**src/rtl/onehot_hit_monitor_pkg.sv**
```systemverilog
// Shared widths, FSM state encoding and one-hot classification for the hit monitor.
package onehot_hit_monitor_pkg;

  localparam int DEC_N = 8;
  localparam int SEL_W = 3;

  typedef enum logic {
    ST_MON   = 1'b0,
    ST_FAULT = 1'b1
  } state_t;

  typedef enum logic [1:0] {
    CLS_ZERO  = 2'd0,
    CLS_ONE   = 2'd1,
    CLS_MULTI = 2'd2
  } cls_t;

  // Map a bit count of the decoder word onto its legality class.
  function automatic cls_t classify(input logic [3:0] pc);
    if (pc == 4'd0)      return CLS_ZERO;
    else if (pc == 4'd1) return CLS_ONE;
    else                 return CLS_MULTI;
  endfunction

endpackage

```
**src/rtl/onehot_hit_monitor_if.sv**
```systemverilog
// Decoder-side stream, clear, read-back handshake and status outputs of the hit monitor.
interface onehot_hit_monitor_if #(parameter int CNT_W = 8);
  import onehot_hit_monitor_pkg::*;

  logic             in_valid;
  logic [DEC_N-1:0] dec_in;
  logic             clr;
  logic             rd_req;
  logic [SEL_W-1:0] rd_sel;
  logic             enc_valid;
  logic [SEL_W-1:0] enc_out;
  logic             err_multi;
  logic             err_zero;
  logic [CNT_W-1:0] err_count;
  logic             rd_valid;
  logic [CNT_W-1:0] rd_data;
  logic             fault;

  modport master (
    output in_valid, dec_in, clr, rd_req, rd_sel,
    input  enc_valid, enc_out, err_multi, err_zero, err_count, rd_valid, rd_data, fault
  );

  modport slave (
    input  in_valid, dec_in, clr, rd_req, rd_sel,
    output enc_valid, enc_out, err_multi, err_zero, err_count, rd_valid, rd_data, fault
  );

endinterface

```
**src/rtl/onehot_hit_monitor_enc8.sv**
```systemverilog
// Combinational 8->3 encoder with zero / one / multi classification of the input word.
module onehot_enc8
  import onehot_hit_monitor_pkg::*;
(
  input  logic [DEC_N-1:0] dec,
  output logic [SEL_W-1:0] idx,
  output cls_t             cls
);

  logic [3:0] pc;

  // Count set bits; on a multi-hot word the lowest set bit ends up in idx (it is discarded anyway).
  always_comb begin
    idx = '0;
    pc  = '0;
    for (int i = DEC_N - 1; i >= 0; i--) begin
      if (dec[i]) begin
        idx = SEL_W'(i);
        pc  = pc + 4'd1;
      end
    end
    cls = classify(pc);
  end

endmodule

```
**src/rtl/onehot_hit_monitor.sv**
```systemverilog
// Checks the decoder's one-hot output, re-encodes it, counts hits per line and serves counter reads.
//
//  state    | meaning
//  ---------+------------------------------------------------------------
//  ST_MON   | normal monitoring, legal words bump their hit counter
//  ST_FAULT | illegal word seen; hit counters frozen, enc_valid held 0,
//           | err_count still counts; left only through clr
module onehot_hit_monitor
  import onehot_hit_monitor_pkg::*;
#(
  parameter int CNT_W       = 8,
  parameter bit STOP_ON_ERR = 1'b1
) (
  input  logic                 clk,
  input  logic                 rst,
  onehot_hit_monitor_if.slave  bus
);

  localparam logic [CNT_W-1:0] CNT_MAX = '1;

  logic [CNT_W-1:0] cnt [DEC_N];
  state_t           state;
  logic             rd_pend;
  logic [SEL_W-1:0] rd_sel_q;
  logic [SEL_W-1:0] enc_idx;
  cls_t             enc_cls;
  logic             legal;
  logic             illegal;

  onehot_enc8 u_enc (
    .dec (bus.dec_in),
    .idx (enc_idx),
    .cls (enc_cls)
  );

  assign legal     = bus.in_valid && (enc_cls == CLS_ONE);
  assign illegal   = bus.in_valid && (enc_cls != CLS_ONE);
  assign bus.fault = (state == ST_FAULT);

  // FSM, hit counters, sticky flags, encoder register and the two-stage read pipeline.
  always_ff @(posedge clk) begin
    if (!rst) begin
      state         <= ST_MON;
      for (int i = 0; i < DEC_N; i++) cnt[i] <= '0;
      bus.enc_valid <= 1'b0;
      bus.enc_out   <= '0;
      bus.err_multi <= 1'b0;
      bus.err_zero  <= 1'b0;
      bus.err_count <= '0;
      bus.rd_valid  <= 1'b0;
      bus.rd_data   <= '0;
      rd_pend       <= 1'b0;
      rd_sel_q      <= '0;
    end else begin
      bus.enc_valid <= legal && (state == ST_MON);
      if (legal) bus.enc_out <= enc_idx;

      if (bus.clr) begin
        state         <= ST_MON;
        for (int i = 0; i < DEC_N; i++) cnt[i] <= '0;
        bus.err_multi <= 1'b0;
        bus.err_zero  <= 1'b0;
        bus.err_count <= '0;
      end else if (illegal) begin
        if (enc_cls == CLS_ZERO) bus.err_zero  <= 1'b1;
        else                     bus.err_multi <= 1'b1;
        if (bus.err_count != CNT_MAX) bus.err_count <= bus.err_count + CNT_W'(1);
        if (STOP_ON_ERR) state <= ST_FAULT;
      end else if (legal && (state == ST_MON) && (cnt[enc_idx] != CNT_MAX)) begin
        cnt[enc_idx] <= cnt[enc_idx] + CNT_W'(1);
      end

      // Reading one cycle after the request returns the counter as it stood after the request edge.
      rd_pend      <= bus.rd_req;
      if (bus.rd_req) rd_sel_q <= bus.rd_sel;
      bus.rd_valid <= rd_pend;
      if (rd_pend) bus.rd_data <= cnt[rd_sel_q];
    end
  end

endmodule

```
**src/flat_wrapper.sv**
```systemverilog
// flat-port wrapper written by rule: the top's interface ports become plain ports
module onehot_hit_monitor_flat import onehot_hit_monitor_pkg::*;
#(
  parameter int CNT_W       = 8,
  parameter bit STOP_ON_ERR = 1'b1
)
  (clk, rst, bus_in_valid, bus_dec_in, bus_clr, bus_rd_req, bus_rd_sel, bus_enc_valid, bus_enc_out, bus_err_multi, bus_err_zero, bus_err_count, bus_rd_valid, bus_rd_data, bus_fault);
  onehot_hit_monitor_if #(.CNT_W(CNT_W)) bus_i ();
  input  logic clk;
  input  logic rst;
  input wire logic [$bits(bus_i.in_valid)-1:0] bus_in_valid;
  input wire logic [$bits(bus_i.dec_in)-1:0] bus_dec_in;
  input wire logic [$bits(bus_i.clr)-1:0] bus_clr;
  input wire logic [$bits(bus_i.rd_req)-1:0] bus_rd_req;
  input wire logic [$bits(bus_i.rd_sel)-1:0] bus_rd_sel;
  output wire logic [$bits(bus_i.enc_valid)-1:0] bus_enc_valid;
  output wire logic [$bits(bus_i.enc_out)-1:0] bus_enc_out;
  output wire logic [$bits(bus_i.err_multi)-1:0] bus_err_multi;
  output wire logic [$bits(bus_i.err_zero)-1:0] bus_err_zero;
  output wire logic [$bits(bus_i.err_count)-1:0] bus_err_count;
  output wire logic [$bits(bus_i.rd_valid)-1:0] bus_rd_valid;
  output wire logic [$bits(bus_i.rd_data)-1:0] bus_rd_data;
  output wire logic [$bits(bus_i.fault)-1:0] bus_fault;
  assign bus_i.in_valid = bus_in_valid;
  assign bus_i.dec_in = bus_dec_in;
  assign bus_i.clr = bus_clr;
  assign bus_i.rd_req = bus_rd_req;
  assign bus_i.rd_sel = bus_rd_sel;
  assign bus_enc_valid = bus_i.enc_valid;
  assign bus_enc_out = bus_i.enc_out;
  assign bus_err_multi = bus_i.err_multi;
  assign bus_err_zero = bus_i.err_zero;
  assign bus_err_count = bus_i.err_count;
  assign bus_rd_valid = bus_i.rd_valid;
  assign bus_rd_data = bus_i.rd_data;
  assign bus_fault = bus_i.fault;
  onehot_hit_monitor #(.CNT_W(CNT_W), .STOP_ON_ERR(STOP_ON_ERR)) u_core (.clk(clk), .rst(rst), .bus(bus_i));
endmodule
```
**config.mk**
```make
export PLATFORM = sky130hd
export DESIGN_NAME = onehot_hit_monitor_flat
export DESIGN_NICKNAME = d
export VERILOG_FILES = /design/src/rtl/onehot_hit_monitor_pkg.sv /design/src/rtl/onehot_hit_monitor_if.sv /design/src/rtl/onehot_hit_monitor_enc8.sv /design/src/rtl/onehot_hit_monitor.sv /design/src/flat_wrapper.sv
export SDC_FILE = /design/constraint.sdc
export NUM_CORES = 1
export LEC_CHECK = 0
export CAP_MARGIN = 40
export CORE_UTILIZATION = 50
export CTS_BUF_LIST = sky130_fd_sc_hd__clkbuf_8
export CTS_CLUSTER_DIAMETER = 80
export DETAILED_ROUTE_END_ITERATION = 12
export PLACE_DENSITY = 0.68
export SYNTH_ARGS = -nofsm -noshare
export SYNTH_HDL_FRONTEND = slang
export SYNTH_SLANG_ARGS = --single-unit
```
**constraint.sdc**
```tcl
create_clock -name clk -period 11.5 [get_ports clk]
set_input_delay 1.725 -clock clk [delete_from_list [all_inputs] [get_ports clk]]
set_output_delay 1.725 -clock clk [all_outputs]
set_load 0.02 [all_outputs]
```
==> results of run 1 <==
==> synth_stat cells (4+ instances only) <==
| cell | count |
|---|---|
| mux4_2 | 17 |
| and3_1 | 5 |
| nor4_1 | 4 |
| o211a_1 | 8 |
| buf_2 | 20 |
| mux2i_1 | 16 |
| nor2b_1 | 8 |
| ha_1 | 10 |
| a21oi_1 | 12 |
| xnor2_1 | 9 |
| clkbuf_1 | 14 |
| nor2_1 | 61 |
| nand4_1 | 6 |
| edfxtp_1 | 64 |
| or3_1 | 4 |
| inv_1 | 13 |
| xor2_1 | 6 |
| nand2_1 | 52 |
| o21ai_0 | 14 |
| dfxtp_1 | 28 |
| nand3_1 | 14 |
| nor3_1 | 27 |
| and2_1 | 5 |
| nor3b_1 | 4 |
| or4_1 | 6 |
| o211ai_1 | 5 |
| nand2b_1 | 6 |
==> worst paths after layout <==
| kind | endpoint | slack [ps] | depth (start not counted) |
|---|---|---|---|
| worst min-delay path | u_core.bus.err_multi | 460 | 2 |
| worst max register to register | u_core.cnt[2][0] | 7560 | 10 |
| worst min register to register | u_core.bus.err_multi | 460 | 2 |
| worst max-delay path | u_core.cnt[6][0] | 3290 | 21 |
==> power by group through the flow <==
| stage | sequential [mW] | clock, mW | combinational, mW |
|---|---|---|---|
| finish | 0.385 | 0.197 | 0.177 |
| global route | 0.386 | 0.215 | 0.189 |
| CTS | 0.384 | 0.202 | 0.175 |
| detailed placement | 0.392 | 0 | 0.174 |
| global placement | 0.393 | 0 | 0.165 |
| floorplan | 0.387 | 0 | 0.121 |
==> area by class of cell <==
class | instances | area [sq um] | share of cell area
flip-flops and latches | 92 | 2480 | 0.405
well taps | 136 | 170 | 0.0277
repair buffers | 51 | 500 | 0.0816
multi-input cells | 376 | 2760 | 0.450
inverters | 13 | 48.8 | 0.00795
clock inverters | 7 | 51.3 | 0.00836
clock buffers | 9 | 124 | 0.0202
==> cell families (layout without fill, tap and decap cells) <==
logic type,count (synthesis),after routing,synth area share
DFF,92,92,0.454
and+or+nand+nor,223,223,0.208
adders and majority gates,10,10,0.0229
buffers and inverters,53,80,0.0444
xor gates and xnor gates,20,20,0.0416
muxes,36,36,0.105
AOI/OAI and AO/OA,87,87,0.123
==> worst min-delay path, stage by stage, from the launching register on <==
cell	delay (ps)
dfxtp_1	340
nand2_1	40
o21ai_0	60
==> placed cells by master (no fill, tap or decap), types with 4 or more instances in the layout <==
cell type and count:
mux4_2 17, dfxtp_1 28, nor2_1 61, nand2_1 52, clkbuf_8 9, a21oi_1 12
xor2_1 6, nor3_1 27, ha_1 10, clkdlybuf4s50_1 39, edfxtp_1 64, nand4_1 6
nor3b_1 4, o21ai_0 14, and3_1 5, inv_1 14, nor2b_1 8, or4_1 6
o211a_1 8, buf_4 7, o211ai_1 5, nand2b_1 6, xnor2_1 9, nand3_1 14
and2_1 5, mux2i_1 16, or3_1 4
==> sequential cells by signal, indices dropped and copies added, names as in the netlist <==
| signal | count |
|---|---|
| u_core.bus.err_multi | 1 |
| u_core.cnt | 64 |
| u_core.bus.rd_data | 8 |
| u_core.bus.fault | 1 |
| u_core.bus.err_count | 8 |
| u_core.bus.rd_valid | 1 |
| u_core.bus.err_zero | 1 |
| u_core.bus.enc_valid | 1 |
| u_core.rd_sel_q | 3 |
| u_core.rd_pend | 1 |
| u_core.bus.enc_out | 3 |
==> through the flow <==
stage | setup WS [ps] | hold slack, ps
after floorplan | 4750 | 536
after global placement | 3260 | 439
after CTS | 3410 | 466
after global routing | 2930 | 506
after detailed placement | 3020 | 445
final | 3290 | 463
==> metal layers <==
metal | share of wire | wire (um)
met1 | 0.41 | 6340
met2 | 0.46 | 7180
met3 | 0.086 | 1340
met4 | 0.046 | 718
met5 | 0 | 0
==> results_dict.tcl, run 1 <==
set metrics [dict create \
    numCtsBuffers 9 \
    clock-sinks 92 \
    worst-setup-path-type "in -> reg" \
    fillerInstances 915 \
    cts_root_buffer "clkbuf_8" \
    critPathMostFrequentCell "ha_1" \
    globalRouteMet3Util 0.0638 \
    synth_flop_cell "edfxtp_1" \
    initial_utilization 0.523 \
    grt_max_degree 33 \
    ys_async_sr_fraction 0 \
    antenna_left 0 \
    clock_tree.buffer_depth 2 \
    die_y_um 107 \
    clk_pin_slew_ps 90 \
    grt_pass1_vias 4375 \
    setup_violations 0 \
    overflow 0 \
    drv_cap 0 \
    std_cell_rows 37 \
    relSlewSlack 0.373 \
    seq_power_share 0.508 \
    final_cell_area_sq_mm 0.00613 \
    cts_tree "built" \
    clk_latency_ps 360 \
    ys_ff_latch 92 \
    ir_drop_v 0.000114 \
    first_iter_violations 522 \
    path_delay_family "simple AND/OR/NAND/NOR gates" \
    critical_path_arrival_ps 8210 \
    hp-start "u_core.bus.err_multi" \
    post-route-drc-count 0 \
    fmax_mhz 122 \
    tns_ps 0 \
    vias 4425 \
    syn-num-nets 547 \
    hold_buffers 0 \
    totalWireLength_mm 15.6 \
    h-tree-depth 3 \
    cp_slowest_cell "clkdlybuf4s50_1" \
    p_total_mw 0.758 \
    grt_antenna_before_repair 0 \
    syn_area_per_cell_sq_um 10.5 \
    endpoint_kind "flip-flop" \
    placed_area_sq_mm 0.00596 \
    dpl.hpwl_mm 11.5 \
    required_ps 11510 \
    combinationalPowerShare 0.233 \
    critPathMaxFanout 23 \
    cpPeakStageDelay_ps 1030 \
    port-buffer-count 39 \
    utilization 0.586 \
    synth_top_area_cell "edfxtp_1" \
    met2_usage 0.447 \
    synth-edff-count 64 \
    path_cells "clkdlybuf4s50_1 > nand2b_1 > nand2_1 > ha_1 > mux2_2 > ha_1 > mux2_2 > ha_1 > nand2_1 > o31a_1 > nor2_1 > ha_1 > nand2_1 > o31ai_1 > ha_1 > nor3_1 > mux2i_1 > nand2_1 > nand4b_1 > or4_1 > o21ai_1" \
    cts_setup_buffers 0 \
    ys_seq_area_frac 0.454 \
    syn_inst 521 \
    critPathLaunchType "primary input" \
    synth_cell_types 77 \
    p_switching_mw 0.236 \
    worst_slew_pin_slew_ps 938 \
    core-area_sq_mm 0.0105 \
    wl_per_cell_um 22.8 \
    worst-path-buf-inv 1 \
    die_area_sq_mm 0.0114 \
    status "complete, no violations" \
    switching_share 0.312 \
    cts_resized 0 \
    synth.cell_area_sq_mm 0.00547 \
    firstDrtPassIters 5 \
    grt.busiest_layer "met2" \
    vias_per_cell 6.47 \
    hold_violations 0 \
    pin_count 40 \
    synth_area_leaders "edfxtp_1 35%, dfxtp_1 10%, mux4_2 7.0%" \
    use_met1 0.378 \
    rsz0062_at_grt "no" \
    crit_start "bus_dec_in[5]" \
    nets 569 \
    grtUsageTotal 0.288 \
    reg2reg_from "u_core.cnt[5][0]" \
    area_growth_syn_to_layout_pct 12.2 \
    drive_gt1_frac 0.120 \
    place.gp.congestion 0.944 \
    power_density_mw_per_mm2 124 \
    diodes 0 \
    p_int_mw 0.522 \
    timing.final.crit_share 0.714 \
    dp.cells 668 \
    grt_pass1_wl_mm 24.1 \
    p_clk_frac 0.259 \
    skew_ps 7.05 \
    yosys_warnings 0 \
    period_needed_ps 8210 \
    die_w_um 107 \
    hold_class "reg -> reg" \
    p_leak_nw 2.21 \
    layout.cells.non_filler 684 \
    slew_violations 0 \
    synth_top_cell_area_share 0.351 \
]
No activity file was read; power rests on OpenSTA's default activity.
==> run 2, diff against run 1 <==
Clock period 11.5 ns to 8.1 ns, I/O delays scaled along.
==> run 2 against run 1 <==
Sequential power rose by 42%. Clock power rose by 79%. Routed wire length fell by 2.3%. First-iteration DRC count fell by 22%. Die area did not move. Worst setup slack got worse by 2000 ps. Clock skew barely moved. Worst hold slack improved by 7.4 ps. Critical path type unchanged. Critical endpoint is now u_core.cnt[6][2]. Largest power group unchanged.
==> results_dict.tcl, run 2 (same netlist as run 1, synthesis figures left out) <==
set metrics [dict create \
    critPathMaxFanout 15 \
    clock-sinks 92 \
    die_area_sq_mm 0.0114 \
    largest_reg_flops 64 \
    hold_buffers 0 \
    diodes 0 \
    cts_tree "built" \
    critPathMostFrequentCell "ha_1" \
    globalRouteMet3Util 0.0614 \
    place.gp.congestion 0.979 \
    numCtsBuffers 9 \
    area_growth_syn_to_layout_pct 13.7 \
    tns_ps 0 \
    crit_start "bus_dec_in[7]" \
    hp-start "u_core.bus.err_multi" \
    clk_latency_ps 370 \
    fmax_mhz 146 \
    worst-setup-path-type "in -> reg" \
    critPathLaunchType "primary input" \
    use_met1 0.370 \
    hold_slack_ps 471 \
    cp_slowest_cell "or4_1" \
    final_cell_mix "64 x edfxtp_1, 61 x nor2_1, 52 x nand2_1, 39 x clkdlybuf4s50_1, 28 x dfxtp_1" \
    port-buffer-count 39 \
    clk_pin_slew_ps 90 \
    first_iter_violations 406 \
    wl_per_cell_um 22.2 \
    setup_violations 0 \
    status "complete, no violations" \
    period_needed_ps 6850 \
    cts_resized 0 \
    worst_slew_pin_slew_ps 897 \
    vias_per_cell 6.41 \
    cpPeakStageDelay_ps 580 \
    critical_path_arrival_ps 6870 \
    met2_usage 0.429 \
    cts_setup_buffers 0 \
    placed_area_sq_mm 0.00599 \
    top_register "u_core.cnt" \
    firstDrtPassIters 5 \
    antenna_left 0 \
    pin_count 40 \
    reg_top3 "u_core.cnt: 64 flops, u_core.bus.err_count: 8 flops, u_core.bus.rd_data: 8 flops" \
    vias 4405 \
    power_density_mw_per_mm2 185 \
    grtUsageTotal 0.282 \
    dpl_worst_slack_ps 930 \
    required_ps 8110 \
    p_leak_nw 2.25 \
    utilization 0.594 \
    clock_tree.buffer_depth 2 \
    reg2reg_from "u_core.cnt[6][5]" \
    drv_cap 0 \
    h-tree-depth 3 \
    die_w_um 107 \
    nets 572 \
    fin_ws_ps 1250 \
    timing.final.crit_share 0.846 \
    relSlewSlack 0.401 \
    path_cells "clkdlybuf4s50_1 > inv_1 > ha_1 > nand2b_1 > nand2_1 > ha_1 > mux2_2 > ha_1 > mux2_2 > ha_1 > nand2_1 > o31a_1 > nor2_1 > ha_1 > nand2_1 > o31ai_1 > ha_1 > nor3_1 > mux2i_1 > nand2_1 > nand4b_1 > buf_4 > or4_1 > o21ai_1" \
    grt_pass1_vias 4205 \
    slew_violations 0 \
    fillerInstances 917 \
    skew_ps 7.45 \
    cts_root_buffer "clkbuf_8" \
    grt.busiest_layer "met2" \
    std_cell_rows 37 \
    ir_drop_v 0.000166 \
    post-route-drc-count 0 \
    final_cell_area_sq_mm 0.00622 \
    initial_utilization 0.523 \
    dpl.hpwl_mm 11.2 \
    totalWireLength_mm 15.2 \
    drive_gt1_frac 0.129 \
    hold_class "reg -> reg" \
    overflow 0 \
    grt_antenna_before_repair 0 \
    mostFrequentLayoutCell "edfxtp_1" \
    die_y_um 107 \
    endpoint_kind "flip-flop" \
    rsz0062_at_grt "no" \
    grt_pass1_wl_mm 23.5 \
    core-area_sq_mm 0.0105 \
    hold_violations 0 \
    grt_max_degree 33 \
    r2r_slack_ps 4680 \
]
[run 2: cell types whose count changed in the layout (fill, tap and decap cells not counted), sizes merged]
cell / before / now
buf: 12 / 15
clkinv: 4 / 0
clkinvlp: 0 / 1
bufinv: 0 / 2
inv: 16 / 17
[run 2: layout make-up]
cell class	count	area [sq um]	share of cell area
inverter	13	48.8	0.00785
timing repair buffer	54	531	0.0853
clock buffer	9	124	0.0199
multi-input combinational	376	2760	0.443
tap	136	170	0.0274
clock inverter	7	105	0.0169
sequential	92	2480	0.399
[run 2: path summary, 6_finish.rpt]
| kind | to | cells past startpoint |
|---|---|---|
| max reg2reg | u_core.cnt[2][7] | 9 |
| max | u_core.cnt[6][2] | 24 |
| min | u_core.bus.err_multi | 2 |
| min reg2reg | u_core.bus.err_multi | 2 |
[run 2: critical path: cells and delay by family]
kind | cells | cell delay (ps)
adders and majority gates | 6 | 1870
and+or+nand+nor | 9 | 1470
AOI/OAI and AO/OA | 3 | 870
buffers and inverters | 3 | 760
muxes | 3 | 680
[run 2: metrics by stage]
stage                     total power [mW]  std cells
after global placement               0.795        665
after CTS                             1.15        687
after detailed placement             0.805        671
final                                 1.15        687
after floorplan                      0.721        521
after global routing                  1.20        687
[run 2: power breakdown]
group,internal (mW),total (mW),switching (mW)
Sequential,0.523,0.546,0.0233
Clock,0.179,0.353,0.174
Combinational,0.107,0.253,0.146
[run 2: per-layer routing]
layer | part of all wire | vias to the layer above | routed length, um
li1 | - | 1996 | -
met1 | 0.41 | 2132 | 6210
met2 | 0.45 | 213 | 6910
met3 | 0.083 | 64 | 1260
met4 | 0.055 | 0 | 837
met5 | 0 | - | 0
==> run 3, diff against run 2 <==
Settings changed: PLACE_DENSITY 0.68 to 0.7.
Clock period 8.1 ns to 5.78 ns, I/O delays scaled along.
==> run 3 against run 2 <==
Power rose by 35%. Routed wire length grew 3.6%. Clock power grew 7.1%. Sequential share of layout area shrank 1.7 points. Design area is 4.3% higher. Non-clock buffer count is 35 higher. Global-route usage grew 0.81 points.
==> results_dict.tcl, run 3 (same netlist as run 1, synthesis figures left out) <==
set metrics [dict create \
    status "complete, no violations" \
    drv_cap 0 \
    ir_drop_v 0.000190 \
    endpoint_kind "flip-flop" \
    mostFrequentLayoutCell "edfxtp_1" \
    path_cells "dlymetal6s2s_1 > inv_1 > ha_4 > nand2b_1 > nand2_1 > ha_1 > mux2_2 > ha_1 > mux2_2 > ha_1 > nand2_1 > o31a_1 > nor2_1 > ha_1 > nand2_1 > o31ai_2 > ha_1 > nor3_1 > mux2i_1 > nand2_1 > nand4b_1 > or4_4 > o21ai_4 > buf_6" \
    crit_path_end "u_core.cnt[6][4]" \
    cp_slowest_cell "or4_4" \
    cp.depth 24 \
    grtUsageTotal 0.290 \
    die_y_um 107 \
    skew_ps 6.83 \
    final_cell_area_sq_mm 0.00649 \
    final_cell_mix "64 x edfxtp_1, 61 x nor2_1, 49 x nand2_1, 46 x buf_4, 36 x clkdlybuf4s50_1" \
    period_needed_ps 5480 \
    clk_latency_ps 370 \
    firstDrtPassIters 7 \
    hold_violations 0 \
    antenna_left 0 \
    largest_reg_flops 64 \
    path_delay_family "simple AND/OR/NAND/NOR gates" \
    drive_gt1_frac 0.196 \
    dpl_worst_slack_ps -395 \
    required_ps 5870 \
    power_density_mw_per_mm2 240 \
    pin_count 40 \
    hold_class "reg -> reg" \
    clock_tree.buffer_depth 2 \
    slew_violations 0 \
    r2r-end "u_core.cnt[2][0]" \
    setup_violations 0 \
    vias_per_cell 6.32 \
    first_iter_violations 479 \
    critPathLaunchType "primary input" \
    critPathMaxFanout 8 \
    h-tree-depth 3 \
    utilization 0.620 \
    grt_pass1_vias 4353 \
    numCtsBuffers 9 \
    wl_per_cell_um 21.8 \
    worst-setup-path-type "in -> reg" \
    cts_root_buffer "clkbuf_8" \
    top_register "u_core.cnt" \
    initial_utilization 0.523 \
    tns_ps 0 \
    grt_pass1_wl_mm 24.1 \
    diodes 0 \
    port-buffer-count 39 \
    timing.final.crit_share 0.948 \
    overflow 0 \
    crit_start "bus_dec_in[7]" \
    relSlewSlack 0.386 \
    fmax_mhz 183 \
    clk_pin_slew_ps 80 \
    rsz0062_at_grt "no" \
    post-route-drc-count 0 \
    area_growth_syn_to_layout_pct 18.7 \
    worst-path-buf-inv 3 \
    die_area_sq_mm 0.0114 \
    dpl.hpwl_mm 11.6 \
    p_leak_nw 2.44 \
    reg_top3 "u_core.cnt: 64 flops, u_core.bus.err_count: 8 flops, u_core.bus.rd_data: 8 flops" \
    reg2reg_from "u_core.cnt[6][5]" \
    placed_area_sq_mm 0.00623 \
    r2r_slack_ps 2470 \
    dp.cells 704 \
    fillerInstances 869 \
    die_w_um 107 \
    rr_worst_depth 10 \
    layout.cells.non_filler 722 \
    totalWireLength_mm 15.8 \
    hold_slack_ps 473 \
    core-area_sq_mm 0.0105 \
    nets 607 \
    hp-start "u_core.bus.err_multi" \
    fin_ws_ps 302 \
    p_total_mw 1.55 \
    worst_slew_pin_slew_ps 920 \
    cts_tree "built" \
    critical_path_arrival_ps 5570 \
    critPathMostFrequentCell "ha_1" \
    clock-sinks 92 \
    grt_antenna_before_repair 0 \
    vias 4564 \
    place.gp.congestion 0.952 \
    grt_max_degree 23 \
    std_cell_rows 37 \
    cpPeakStageDelay_ps 640 \
]
run 3: how the worst min path moves through the flow:
stage	endpoint	slack [ps]	cells after the start
after floorplan	u_core.bus.err_multi	540	2
after global routing	u_core.bus.rd_data[7]	510	1
after CTS	u_core.bus.err_multi	480	2
after global placement	u_core.bus.err_multi	440	2
final	u_core.bus.err_multi	470	2
after detailed placement	u_core.bus.err_multi	460	2
run 3: final cells by class:
class / instances / area, sq um / area share
Clock buffer: 10 / 138 / 0.0212
Clock inverter: 6 / 31.3 / 0.00482
Inverter: 13 / 48.8 / 0.00752
Multi-Input combinational cell: 376 / 2810 / 0.433
Sequential cell: 92 / 2480 / 0.383
Tap cell: 136 / 170 / 0.0262
Timing Repair Buffer: 89 / 806 / 0.124
run 3: layer usage:
layer / routed length, um / up-vias / global-route usage
met2: 7410 / 202 / 0.447
met4: 626 / 0 / 0.152
met1: 6700 / 2244 / 0.389
met5: 0 / - / 0
li1: - / 2074 / -
met3: 1030 / 44 / 0.0553
run 3: report_power, final:
part	switching [mW]	total (mW)	internal, mW
logic	0.220	0.413	0.193
registers	0.0305	0.763	0.733
clock network	0.215	0.378	0.163
run 3: repair_timing:
item	CTS	global route
pin swaps	0	6
setup buffers	0	2
hold buffers	0	0
resized for setup	1	16
setup endpoints to repair	8	128
run 3: worst reg2reg max path: stages (launching register included):
cell	delay, ps
edfxtp_1	430
or4b_2	610
a211oi_1	250
a21oi_1	60
o311ai_0	170
o21ai_0	280
nor4_4	590
buf_4	300
or3_1	140
nand2_1	90
buf_12	170
